$ cat src/rtl/ice51_pkg.sv
// Shared types and helpers for the ice51 UART boot loader.
package ice51_pkg;

    // UART receiver frame states
    typedef enum logic [1:0] {
        RX_IDLE  = 2'd0,
        RX_START = 2'd1,
        RX_DATA  = 2'd2,
        RX_STOP  = 2'd3
    } rx_state_t;

    // Loader progress states
    typedef enum logic [1:0] {
        LD_IMAGE = 2'd0,
        LD_SUM   = 2'd1,
        LD_DONE  = 2'd2
    } ld_state_t;

    // Clock cycles per UART bit (integer division)
    function automatic int unsigned calc_div(input int unsigned clk_hz, input int unsigned baud);
        return clk_hz / baud;
    endfunction

    // Ceiling log2, returns 0 for v <= 1
    function automatic int unsigned clog2(input int unsigned v);
        int unsigned r;
        r = 0;
        for (longint unsigned x = 1; x < longint'(v); x = x << 1) begin
            r = r + 1;
        end
        return r;
    endfunction

endpackage

$ cat src/rtl/ice51_uart_rx.sv
// UART 8N1 receiver: input synchroniser, frame FSM and drift-free bit timer.
module ice51_uart_rx
    import ice51_pkg::*;
#(
    parameter int unsigned DIV = 104
) (
    input  logic       i_clk,
    input  logic       i_nrst,
    input  logic       i_uart_rx,
    output logic [7:0] o_byte,
    output logic       o_valid,
    output logic       o_ferr
);

    localparam int unsigned TMR_W = clog2(DIV) + 1;
    localparam logic [TMR_W-1:0] HALF = TMR_W'(DIV / 2 - 1);
    localparam logic [TMR_W-1:0] FULL = TMR_W'(DIV - 1);

    logic             rx_meta, rx_sync, rx_prev;
    rx_state_t        state, state_d;
    logic [TMR_W-1:0] tmr, tmr_d;
    logic [2:0]       bit_idx, bit_idx_d;
    logic [7:0]       byte_d;
    logic             valid_d, ferr_d;
    logic             tmr_zero;

    // Two-flop synchroniser plus one delay flop for falling-edge detection
    always_ff @(posedge i_clk or posedge i_nrst) begin
        if (i_nrst) begin
            rx_meta <= 1'b1;
            rx_sync <= 1'b1;
            rx_prev <= 1'b1;
        end else begin
            rx_meta <= i_uart_rx;
            rx_sync <= rx_meta;
            rx_prev <= rx_sync;
        end
    end

    // Frame state register and datapath registers
    always_ff @(posedge i_clk or posedge i_nrst) begin
        if (i_nrst) begin
            state   <= RX_IDLE;
            tmr     <= '0;
            bit_idx <= '0;
            o_byte  <= '0;
            o_valid <= 1'b0;
            o_ferr  <= 1'b0;
        end else begin
            state   <= state_d;
            tmr     <= tmr_d;
            bit_idx <= bit_idx_d;
            o_byte  <= byte_d;
            o_valid <= valid_d;
            o_ferr  <= ferr_d;
        end
    end

    assign tmr_zero = (tmr == '0);

    // Next state; timer reloads at every sample point so error never accumulates
    always_comb begin
        state_d   = state;
        tmr_d     = tmr;
        bit_idx_d = bit_idx;
        byte_d    = o_byte;
        valid_d   = 1'b0;
        ferr_d    = 1'b0;
        case (state)
            RX_IDLE: begin
                if (rx_prev && !rx_sync) begin
                    tmr_d   = HALF;
                    state_d = RX_START;
                end
            end
            RX_START: begin
                if (tmr_zero) begin
                    tmr_d     = FULL;
                    bit_idx_d = '0;
                    state_d   = rx_sync ? RX_IDLE : RX_DATA;
                end else begin
                    tmr_d = tmr - TMR_W'(1);
                end
            end
            RX_DATA: begin
                if (tmr_zero) begin
                    tmr_d     = FULL;
                    byte_d    = {rx_sync, o_byte[7:1]};
                    bit_idx_d = bit_idx + 3'd1;
                    if (bit_idx == 3'd7) begin
                        state_d = RX_STOP;
                    end
                end else begin
                    tmr_d = tmr - TMR_W'(1);
                end
            end
            RX_STOP: begin
                if (tmr_zero) begin
                    state_d = RX_IDLE;
                    valid_d = rx_sync;
                    ferr_d  = !rx_sync;
                end else begin
                    tmr_d = tmr - TMR_W'(1);
                end
            end
            default: state_d = RX_IDLE;
        endcase
    end

endmodule

$ cat src/rtl/ice51_uart_loader.sv
// Boot loader: streams a UART image into code memory and holds the core in reset until done.
module ice51_uart_loader
    import ice51_pkg::*;
#(
    parameter int unsigned CLK_HZ   = 12000000,
    parameter int unsigned BAUD     = 115200,
    parameter int unsigned MEM_SIZE = 512,
    parameter int unsigned ADDR_W   = 9,
    parameter int unsigned CHECKSUM = 0,
    parameter int unsigned PRELOAD  = 0
) (
    input  logic              i_clk,
    input  logic              i_nrst,
    input  logic              i_uart_rx,
    output logic              o_mem_we,
    output logic [ADDR_W-1:0] o_mem_addr,
    output logic [7:0]        o_mem_data,
    output logic              o_core_rst,
    output logic              o_done,
    output logic              o_err
);

    localparam int unsigned DIV   = calc_div(CLK_HZ, BAUD);
    localparam int unsigned CNT_W = ADDR_W + 1;
    localparam logic [CNT_W-1:0] LAST = CNT_W'(MEM_SIZE - 1);

    logic              rx_line;
    logic [7:0]        rx_byte;
    logic              rx_valid, rx_ferr;

    ld_state_t         ld_state, ld_state_d;
    logic [CNT_W-1:0]  count, count_d;
    logic [7:0]        sum, sum_d;
    logic              we_d, done_d, err_d, core_rst_d;
    logic [ADDR_W-1:0] addr_d;
    logic [7:0]        data_d;

    // A preloaded memory never listens to the line
    assign rx_line = (PRELOAD != 0) ? 1'b1 : i_uart_rx;

    ice51_uart_rx #(
        .DIV(DIV)
    ) u_rx (
        .i_clk     (i_clk),
        .i_nrst    (i_nrst),
        .i_uart_rx (rx_line),
        .o_byte    (rx_byte),
        .o_valid   (rx_valid),
        .o_ferr    (rx_ferr)
    );

    // Loader state, counters and registered outputs
    always_ff @(posedge i_clk or posedge i_nrst) begin
        if (i_nrst) begin
            ld_state   <= LD_IMAGE;
            count      <= '0;
            sum        <= '0;
            o_mem_we   <= 1'b0;
            o_mem_addr <= '0;
            o_mem_data <= '0;
            o_core_rst <= 1'b1;
            o_done     <= 1'b0;
            o_err      <= 1'b0;
        end else begin
            ld_state   <= ld_state_d;
            count      <= count_d;
            sum        <= sum_d;
            o_mem_we   <= we_d;
            o_mem_addr <= addr_d;
            o_mem_data <= data_d;
            o_core_rst <= core_rst_d;
            o_done     <= done_d;
            o_err      <= err_d;
        end
    end

    // Image write, checksum compare and completion; core reset trails done by one cycle
    always_comb begin
        ld_state_d = ld_state;
        count_d    = count;
        sum_d      = sum;
        we_d       = 1'b0;
        addr_d     = o_mem_addr;
        data_d     = o_mem_data;
        done_d     = o_done;
        err_d      = o_err;
        core_rst_d = !o_done;
        if (PRELOAD != 0) begin
            ld_state_d = LD_DONE;
            done_d     = 1'b1;
            core_rst_d = 1'b0;
        end else begin
            if (rx_ferr) begin
                err_d = 1'b1;
            end
            case (ld_state)
                LD_IMAGE: begin
                    if (rx_valid) begin
                        we_d    = 1'b1;
                        addr_d  = count[ADDR_W-1:0];
                        data_d  = rx_byte;
                        count_d = count + CNT_W'(1);
                        sum_d   = sum + rx_byte;
                        if (count == LAST) begin
                            if (CHECKSUM != 0) begin
                                ld_state_d = LD_SUM;
                            end else begin
                                ld_state_d = LD_DONE;
                                done_d     = 1'b1;
                            end
                        end
                    end
                end
                LD_SUM: begin
                    if (rx_valid) begin
                        if (rx_byte == sum) begin
                            ld_state_d = LD_DONE;
                            done_d     = 1'b1;
                        end else begin
                            ld_state_d = LD_IMAGE;
                            err_d      = 1'b1;
                            count_d    = '0;
                            sum_d      = '0;
                        end
                    end
                end
                LD_DONE: ;
                default: ld_state_d = LD_IMAGE;
            endcase
        end
    end

endmodule

$ cat config.mk
export PLATFORM = sky130hd
export DESIGN_NAME = ice51_uart_loader
export DESIGN_NICKNAME = d
export VERILOG_FILES = /design/src/rtl/ice51_pkg.sv /design/src/rtl/ice51_uart_rx.sv /design/src/rtl/ice51_uart_loader.sv
export SDC_FILE = /design/constraint.sdc
export NUM_CORES = 1
export LEC_CHECK = 0
export CAP_MARGIN = 5
export CORE_ASPECT_RATIO = 0.5
export CORE_MARGIN = 10
export CORE_UTILIZATION = 45
export DETAILED_ROUTE_END_ITERATION = 8
export GPL_TIMING_DRIVEN = 0
export MAX_ROUTING_LAYER = met4
export PLACE_DENSITY_LB_ADDON = 0.15
export RECOVER_POWER = 25
export SLEW_MARGIN = 20
export SYNTH_ARGS = -nofsm -noshare
export SYNTH_HDL_FRONTEND = slang
export SYNTH_SLANG_ARGS = --single-unit
export TNS_END_PERCENT = 50
$ cat constraint.sdc
create_clock -name i_clk -period 1.7 [get_ports i_clk]
set_input_delay 0.17 -clock i_clk [delete_from_list [all_inputs] [get_ports i_clk]]
set_output_delay 0.17 -clock i_clk [all_outputs]
set_load 0.1 [all_outputs]
==> summary.txt, run 1 <==
Place
  • GP Congestion: slightly above 0.9
  • Pre-CTS WS: -0.2757 ns
  • Inst Count DP: 295
  • Placed Area: 2914 um2
  • Port bufs: 23
  • Dpl hpwl: around 3400 um

Outcome
  • Status: finished with violations
  • Failing checks: setup timing

GRT
  • Initial antenna violation count: 0
  • First-pass GRT wire length: 8452 um
  • Grt ovf: 0
  • Gr usage total: 11.59%
  • Vias in the first global route: 1748
  • Pin count of the biggest net entering global routing: 59

Layout
  • FF+latch area: roughly 1500 um2
  • Final Cell Area: between 3000 and 4000 um2
  • Area Overhead vs Synth: 31.81%
  • Layout cells sized above 1: 36.40%
  • Filler Cells Inserted: roughly 430
  • Number of diodes: 0
  • Cell Count, Final, Fillers Out: 323
  • Final Net Count: 257
  • Footprint of the multi-input gates: 1181 um2
  • Post-layout util: 61.39%

STA
  • Min Tclk post-route: 1.914 ns
  • Final Max Slew Viols: 0
  • Setup TNS: -2.508 ns
  • Unrepaired setup endpoints after global routing: yes
  • Final setup fails: 20
  • Final Hold Viols: 0
  • Crit share post-route: 112.6%
  • Worst-Margin Slew: 1.173 ns
  • Final worst slack: -0.2140 ns
  • Fmax: approximately 0.52 GHz
  • Final hold slack: 0.3633 ns
  • Slew margin rel.: ~22%
  • Clk_skew: around 0.0047 ns

Setup path
  • Setup Crit Path Kind: flop to flop
  • Worst-path fanout max: 6
  • CP endpoint kind: flop
  • Critical-path top delay cell: or4b_4
  • Startpoint Class: flop
  • WP data arrival: 2.11 ns
  • CP Data Required Time: ~1.9 ns
  • CP max stage delay: about 0.51 ns
  • CP Cell Sequence: inv_2, ha_4, or4b_4, nor2_8, buf_4, o2111ai_4, mux2i_1

Power
  • Internal power: about 3.6 mW
  • Total power: around 5.4 mW
  • Clock power share: 35.2%
  • Ratio of total power to cell area: between 1500 and 2000 nW/um2
  • Sw Share: 33.22%
  • Sequential power share: 32.0%
  • Leakage power: 1.649 nW
  • P_sw: 1.798 mW
  • Max VDD drop: approximately 0.0008 V
  • Comb pwr share: 32.8%

Routing
  • DRC: 0
  • WL met1: 2324 um
  • Antenna-violating nets left: 0
  • Vias/cell: ~5.4
  • Iter 0 DRT Violations: 117
  • Met2 wire len: approximately 2600 um
  • Router iterations before antenna repair: 5
  • Wire length on met3: 252 um
  • Wire per inst: between 15 and 20 um
  • Routed via count: 1744
  • Uppermost layer routed: met4
  • Post-Route WL: 5210 um

Clocking
  • Worst-Skew Late Latency: 0.32 ns
  • CTS max path bufs: 2
  • TritonCTS clock tree: done
  • Num Clock Sinks: 58
  • Reg clk slew, reported paths: 0.05 ns
  • CTS HTree Levels: 3
  • Root Buffer: clkbuf_16
  • Num CTS Buffers: 9

Floorplanning
  • Die ar.: 9314 um2
  • Core area: 5515 um2
  • Die extent in y: about 73 um
  • Ports: 24
  • Rows: 19
  • DIE WIDTH: 126.9 um
  • Initial Util: roughly 47%

Min path
  • Hold crit path type: flop to flop

Synth
  • Synthesized instance count: 199
  • Synth top area share: a little over half
  • Commonest register cell after synthesis: dfrtp_1
  • Register area share after synthesis: 56.70%
  • Synth area leaders: dfrtp_1 53%, mux2_2 7.9%, mux2_4 4.7%
  • Synth cell types: 45
  • Avg Inst Size Synth: 12.91 um2
  • Synthesized net count: 211
  • Yosys warns: 0
  • Fraction of registers with async set/reset: 100.0%
  • Syn Std Cell Area: 2569 um2
  • Number of flops mapped to enable cells by yosys: 0
  • Yosys top cell by area: dfrtp_1
  • Flops & latches, synth: 58

Run
  • Max_cap viols: 0
## synthesized netlist by cell type (2+ instances only)
master,count
nand2_1,6
nand4_1,5
o22a_1,2
xnor2_1,5
xor2_1,4
or2_2,3
mux2i_1,3
nor3_1,7
nor2_1,11
nand3_1,3
o21ai_0,6
o211ai_1,2
o2bb2ai_1,4
dfstp_2,4
dfrtp_1,54
mux2_4,8
a22oi_1,2
ha_1,9
a21oi_1,5
nor4_1,2
mux2_2,18
inv_1,11
clkbuf_1,3
## repair_timing
item                       CTS  global route
setup endpoints to repair   52            42
hold buffers                 0             0
resized for setup           45            31
cloned                       0             1
pin swaps                    5             3
setup buffers                7             4
## metal layers
metal,vias to the layer above,GRT usage (%)
met5,-,-
met4,0,4.893
met3,10,4.523
met2,35,18.51
met1,886,12.90
li1,813,-
## power groups by stage
stage	Clock, mW	Sequential, mW	Combinational, mW
6_report	1.91	1.73	1.77
2_1_floorplan	0	1.79	0.972
4_1_cts	1.95	1.71	1.55
5_1_grt	2.01	1.75	1.92
3_5_place_dp	0	1.74	1.34
3_3_place_gp	0	1.73	1.30
## cell type report
class,count,share of cell area [%]
Buffer,3,0.4435
Clock buffer,11,7.169
Clock inverter,5,2.291
Inverter,11,1.220
Multi-Input combinational cell,128,34.89
Sequential cell,58,43.05
Tap cell,73,2.698
Timing Repair Buffer,34,8.241
## cells by family after synthesis
| family | after synthesis | share of synthesized area (%) |
|---|---|---|
| DFF | 58 | 56.70 |
| and+or+nand+nor | 48 | 11.01 |
| AOI/OAI and AO/OA | 32 | 9.060 |
| muxes | 29 | 13.74 |
| buffers and inverters | 14 | 2.046 |
| xor gates and xnor gates | 9 | 3.068 |
| adders and majority gates | 9 | 4.384 |
## state kept, by name, summed over array words and instances (netlist names), named ones only
| name | flops |
|---|---|
| o_mem_data | 8 |
| ld_state | 1 |
| o_core_rst | 1 |
| o_err | 1 |
| count | 10 |
| u_rx.o_valid | 1 |
| o_done | 1 |
| u_rx.o_ferr | 1 |
| u_rx.o_byte | 8 |
| u_rx.rx_prev | 1 |
| u_rx.tmr | 8 |
| o_mem_addr | 9 |
| u_rx.bit_idx | 3 |
| u_rx.rx_sync | 1 |
| o_mem_we | 1 |
| u_rx.state | 1 |
| u_rx.rx_meta | 1 |
## placed cells by master (no fill, tap or decap), types with 4 or more instances in the layout
cell             count
ha_1                 8
nor2_1              11
mux2_4               8
clkdlybuf4s15_1     13
nand4_1              5
dfrtp_1             53
xor2_1               4
clkbuf_16            9
xnor2_1              5
buf_4               11
inv_1                8
nand2_1              5
a21oi_1              4
mux2_2              18
clkbuf_2            10
## worst paths after layout
check                                   from           end  slack (ns)  depth (start not counted)
worst min register to register  u_rx.rx_meta  u_rx.rx_sync        0.36                          0
worst min-delay path            u_rx.rx_meta  u_rx.rx_sync        0.36                          0
worst max-delay path             u_rx.tmr[1]          flop       -0.21                          7
worst max register to register   u_rx.tmr[1]          flop       -0.21                          7
max in group asynchronous             i_nrst   u_rx.tmr[0]        0.29                          2
min in group asynchronous             i_nrst         o_err        0.62                          2
## critical path: cells and delay by family, from the launching register on
family                     cells  cell delay, ns
and+or+nand+nor                2            0.71
DFF                            1            0.40
adders and majority gates      1            0.14
AOI/OAI and AO/OA              1            0.14
muxes                          1            0.14
buffers and inverters          2            0.27
No activity file was read; power rests on OpenSTA's default activity.
==> run 2: changes to the inputs <==
Settings changed: CORE_ASPECT_RATIO 0.5 to unset, CORE_MARGIN 10 to 4, CTS_CLUSTER_DIAMETER set to 200.
==> run 2 against run 1 <==
Clock power shrank 35%. Flip-flop and latch count did not move. Global-route usage up 2.6 points. Largest power group is now sequential cells. The run still ends with setup timing left. Clock skew increased by 0.0021 ns. Critical path type unchanged.
==> summary.txt, run 2 (synthesis gave the netlist of run 1 again) <==
Floorplanning
  • Die ar.: 6981 um2
  • Ports: 24
  • Die extent in y: 83.55 um
  • Initial Util: 46.65%
  • Core area: roughly 5500 um2
  • Rows: 27
  • DIE WIDTH: 83.55 um

STA
  • Min Tclk post-route: around 1.9 ns
  • Final worst slack: -0.2002 ns
  • Clk_skew: just under 0.007 ns
  • Unrepaired setup endpoints after global routing: yes
  • Final setup fails: 16
  • Setup TNS: -2.230 ns
  • Final Hold Viols: 0
  • Final Max Slew Viols: 0
  • Worst-Margin Slew: between 1 and 1.5 ns
  • Fmax: 0.5262 GHz
  • Slew margin rel.: between 20% and 30%
  • Crit share post-route: 111.8%

Outcome
  • Failing checks: setup timing
  • Status: finished with violations

Place
  • Port bufs: 23
  • GP Congestion: 0.8592
  • Dpl hpwl: 2958 um

Routing
  • DRC: 0
  • Router iterations before antenna repair: 4
  • Post-Route WL: 4557 um
  • Iter 0 DRT Violations: 56
  • Wire per inst: around 14 um
  • Antenna-violating nets left: 0
  • Vias/cell: 5.122
  • Routed via count: 1634

Layout
  • Most common cell after layout, fill and taps aside: dfrtp_1
  • Max reg flops: 10
  • Number of diodes: 0
  • Most frequent cells in the layout: 54 x dfrtp_1, 18 x clkbuf_2, 18 x mux2_2, 11 x nor2_1, 11 x clkbuf_8
  • Footprint of the multi-input gates: between 1000 and 1500 um2
  • Area Overhead vs Synth: 23.33%
  • Final Net Count: 254
  • Regs by FF count: count x10, o_mem_addr x9
  • Filler Cells Inserted: ~460
  • Most flop-heavy register: count
  • Layout cells sized above 1: between 30% and 40%
  • FF+latch area: 1456 um2

Power
  • Leakage power: 1.571 nW
  • Max VDD drop: 0.0008667 V
  • Total power: around 4.5 mW
  • Ratio of total power to cell area: around 1400 nW/um2

Setup path
  • Reg2reg path depth: 7
  • CP endpoint kind: flop
  • FF-to-FF Start: u_rx.tmr[1]
  • Worst-path fanout max: 4
  • RR Endpoint: u_rx.tmr[5]
  • Register-to-register setup slack: -0.20 ns
  • CP Data Required Time: 1.91 ns
  • Setup Crit Path Kind: flop to flop
  • Startpoint Class: flop
  • WP data arrival: 2.11 ns

Clocking
  • Root Buffer: clkbuf_8
  • # hold bufs at CTS: 0
  • TritonCTS clock tree: done
  • Num Clock Sinks: 58
  • CTS HTree Levels: 3
  • Worst-Skew Late Latency: 0.33 ns
  • Num CTS Buffers: 9
  • CTS max path bufs: 2
  • Reg clk slew, reported paths: about 0.060 ns

GRT
  • Vias in the first global route: 1561
  • Gr usage total: approximately 14%
  • Initial antenna violation count: 0
  • Grt ovf: 0
  • First-pass GRT wire length: 7596 um
  • Pin count of the biggest net entering global routing: 59

Run
  • Max_cap viols: 0

Min path
  • Min-Delay Endpoint: u_rx.rx_sync
  • Hold Path Depth: 0
  • Beginning of the worst hold path: u_rx.rx_meta
  • Hold crit path type: flop to flop
==> run 2: changes by cell type in the layout (fill, tap and decap cells not counted), moves of 2 or more <==
cell,before,now
clkbuf_1,1,3
nand2_2,2,0
clkbuf_2,10,18
buf_4,11,8
clkbuf_16,9,0
clkbuf_8,1,11
clkdlybuf4s15_1,13,2
nor3_1,3,5
clkdlybuf4s15_2,1,3
==> run 2: cell type report <==
type	count	area share (%)
Sequential cell	58	45.97
Multi-Input combinational cell	127	35.66
Timing Repair Buffer	32	7.504
Clock buffer	14	5.134
Tap cell	72	2.844
Inverter	11	1.303
Clock inverter	2	1.106
Buffer	3	0.4739
==> run 2: critical path, stage by stage (launching register included) <==
cell and delay (ns):
dfrtp_1 0.39, inv_2 0.09, ha_4 0.13, or4b_4 0.51
nor2_8 0.20, buf_12 0.12, a21oi_4 0.05, o221a_2 0.28
==> run 2: per-layer routing <==
layer | wire [um] | global-route usage, % | part of all wire, % | vias up
li1 | - | - | - | 807
met1 | 2231 | 19.07 | 49 | 787
met2 | 2051 | 19.39 | 45 | 32
met3 | 222 | 5.331 | 4.9 | 8
met4 | 52 | 5.848 | 1.1 | 0
met5 | 0 | - | 0 | -
==> run 2: how the worst max path moves through the flow <==
stage | startpoint | endpoint | cells past startpoint
finish | u_rx.tmr[1] | u_rx.tmr[5] | 7
detailed placement | u_rx.tmr[0] | u_rx.tmr[5] | 6
floorplan | u_rx.tmr[0] | u_rx.o_byte[0] | 6
global route | u_rx.tmr[1] | flop | 7
CTS | u_rx.tmr[1] | flop | 7
global placement | i_nrst | o_mem_addr[8] | 2
==> run 2: through the flow <==
step	instances	hold WS [ns]	cell area [um2]	util [%]	setup slack, ns
floorplan	199	0.1745	2590	-	-0.1232
global placement	294	0.3455	2910	52.85	-0.9090
detailed placement	294	0.3476	2913	52.90	-0.2961
CTS	316	0.2264	3183	57.80	-0.1807
global route	319	0.3545	3168	57.53	-0.2577
finish	319	0.3630	3168	57.53	-0.2002
==> run 2: repair_timing <==
| action | in CTS | in global routing |
|---|---|---|
| resized for setup | 49 | 27 |
| setup buffers | 6 | 3 |
| setup endpoints to repair | 42 | 54 |
| pin swaps | 3 | 1 |
==> run 2: where the power goes <==
group | leakage [nW] | internal, mW | switching [mW]
logic | 0.688 | 0.690 | 0.882
clock network | 0.101 | 0.756 | 0.497
registers | 0.782 | 1.54 | 0.171
total | 1.57 | 2.98 | 1.55
==> run 3: changes to the inputs <==
Settings changed: CORE_UTILIZATION 45 to 35, CTS_CLUSTER_DIAMETER 200 to 120.
==> run 3 against run 2 <==
The flow still finishes with violations (setup timing). Global-route usage fell by 1.7 points. Setup slack improved by 0.013 ns. Sequential power barely moved. Largest power group unchanged. Flip-flop and latch count did not move. Critical path type unchanged.
==> summary.txt, run 3 (synthesis gave the netlist of run 1 again) <==
Power
  • Max VDD drop: between 0.0007 and 0.0008 V
  • Leakage power: 1.577 nW
  • Ratio of total power to cell area: ~1400 nW/um2
  • Total power: ~4.6 mW

STA
  • Min Tclk post-route: 1.887 ns
  • Final Max Slew Viols: 0
  • Crit share post-route: 111.0%
  • Worst-Margin Slew: 0.9434 ns
  • Final setup fails: 19
  • Slew margin rel.: 37.35%
  • Final Hold Viols: 0
  • Clk_skew: 0.006360 ns
  • Unrepaired setup endpoints after global routing: yes
  • Final worst slack: -0.1870 ns
  • Setup TNS: -2.181 ns
  • Fmax: about 0.53 GHz

Setup path
  • Setup crit start: u_rx.tmr[0]
  • Setup Crit Path Kind: flop to flop
  • Family with the most delay on the worst path: simple AND/OR/NAND/NOR gates
  • Critical-path top delay cell: or4b_4
  • CP endpoint kind: flop
  • Crit path depth: 6
  • Startpoint Class: flop
  • WP buf/inv: 1
  • FF-to-FF Start: u_rx.tmr[0]
  • CP Cell Sequence: inv_4, ha_4, or4b_4, nor2_8, nand2_8, mux2_4
  • Reg2reg path depth: 6
  • Worst-path fanout max: 8
  • CP Data Required Time: 1.92 ns
  • WP data arrival: ~2.1 ns
  • CP max stage delay: 0.51 ns

Floorplanning
  • Die ar.: 8774 um2
  • DIE WIDTH: 93.67 um
  • Die extent in y: 93.67 um
  • Core area: 6944 um2
  • Initial Util: 36.99%
  • Rows: 30
  • Ports: 24

Place
  • Dpl hpwl: 3197 um
  • GP Congestion: ~0.80
  • Pre-CTS WS: -0.3147 ns
  • Port bufs: 23

Routing
  • Wire per inst: 13.82 um
  • Antenna-violating nets left: 0
  • Post-Route WL: 4782 um
  • Vias/cell: 4.951
  • Iter 0 DRT Violations: 27
  • Routed via count: about 1700
  • Router iterations before antenna repair: 4
  • DRC: 0

GRT
  • Pin count of the biggest net entering global routing: 47
  • Initial antenna violation count: 0
  • Gr usage total: 12.48%
  • Grt ovf: 0
  • First-pass GRT wire length: 8169 um
  • Vias in the first global route: 1715

Layout
  • Regs by FF count: count x10, o_mem_addr x9
  • Area Overhead vs Synth: 26.60%
  • Most common cell after layout, fill and taps aside: dfrtp_1
  • Max reg flops: 10
  • Most flop-heavy register: count
  • Final Net Count: 257
  • Most frequent cells in the layout: 53 x dfrtp_1, 18 x mux2_2, 16 x clkbuf_2, 11 x nor2_1, 11 x clkbuf_8
  • Layout cells sized above 1: 40.40%
  • Number of diodes: 0

Clocking
  • Num Clock Sinks: 58
  • Worst-Skew Late Latency: 0.34 ns
  • CTS max path bufs: 2
  • TritonCTS clock tree: done
  • Reg clk slew, reported paths: 0.06 ns
  • Num CTS Buffers: 9
  • Root Buffer: clkbuf_8
  • # hold bufs at CTS: 0
  • CTS HTree Levels: 3

Run
  • Max_cap viols: 0

Outcome
  • Failing checks: setup timing
  • Status: finished with violations

Min path
  • Hold crit path type: input pin to async pin
run 3: cell types whose count changed in the layout (fill, tap and decap cells not counted), moves of 2 or more:
cell / delta
inv_2: -2
clkbuf_2: -2
buf_4: +2
clkdlybuf4s15_2: +4
run 3: through the flow:
stage               hold WS (ns)  std cells  utilization, %  cell area (um2)
finish                    0.3006        346           46.83             3252
global route              0.3100        346           46.83             3252
CTS                      0.08371        342           47.08             3269
detailed placement        0.3479        319           42.77             2970
global placement          0.3456        318           42.34             2940
floorplan                 0.1745        199               -             2590
run 3: per-layer routing:
layer | global-route usage, % | vias up | wire length (um)
met4 | 5.415 | 0 | 72
met5 | - | - | 0
met1 | 14.58 | 854 | 2117
li1 | - | 817 | -
met2 | 18.70 | 33 | 2347
met3 | 5.529 | 9 | 244
run 3: area by class of cell:
cell class / instances / area, um2
plain buffers: 3 / 15.01
clock inverters: 2 / 35.03
well taps: 96 / 120.1
clock buffers: 14 / 162.7
repair buffers: 35 / 267.8
flip-flops and latches: 58 / 1458
multi-input cells: 127 / 1149
inverters: 11 / 45.04
fillers: 636 / 3692
run 3: worst paths after layout:
kind / to / slack, ns
max: u_rx.o_byte[3] / -0.19
min: u_rx.state[0] / 0.30
max reg2reg: u_rx.o_byte[3] / -0.19
min reg2reg: u_rx.rx_sync / 0.36
max in group asynchronous: count[3] / 0.37
min in group i_clk: u_rx.rx_sync / 0.36
run 3: power breakdown:
part	switching, mW	internal (mW)	total (mW)	leakage, nW
Clock	0.517	0.756	1.27	0.101
Combinational	0.912	0.730	1.64	0.695
Sequential	0.187	1.54	1.73	0.782
run 3: what timing repair did:
item	4_1_cts	5_1_grt
resized for setup	59	26
pin swaps	5	6
buffers inserted	7	4
endpoints found under the setup margin	42	52
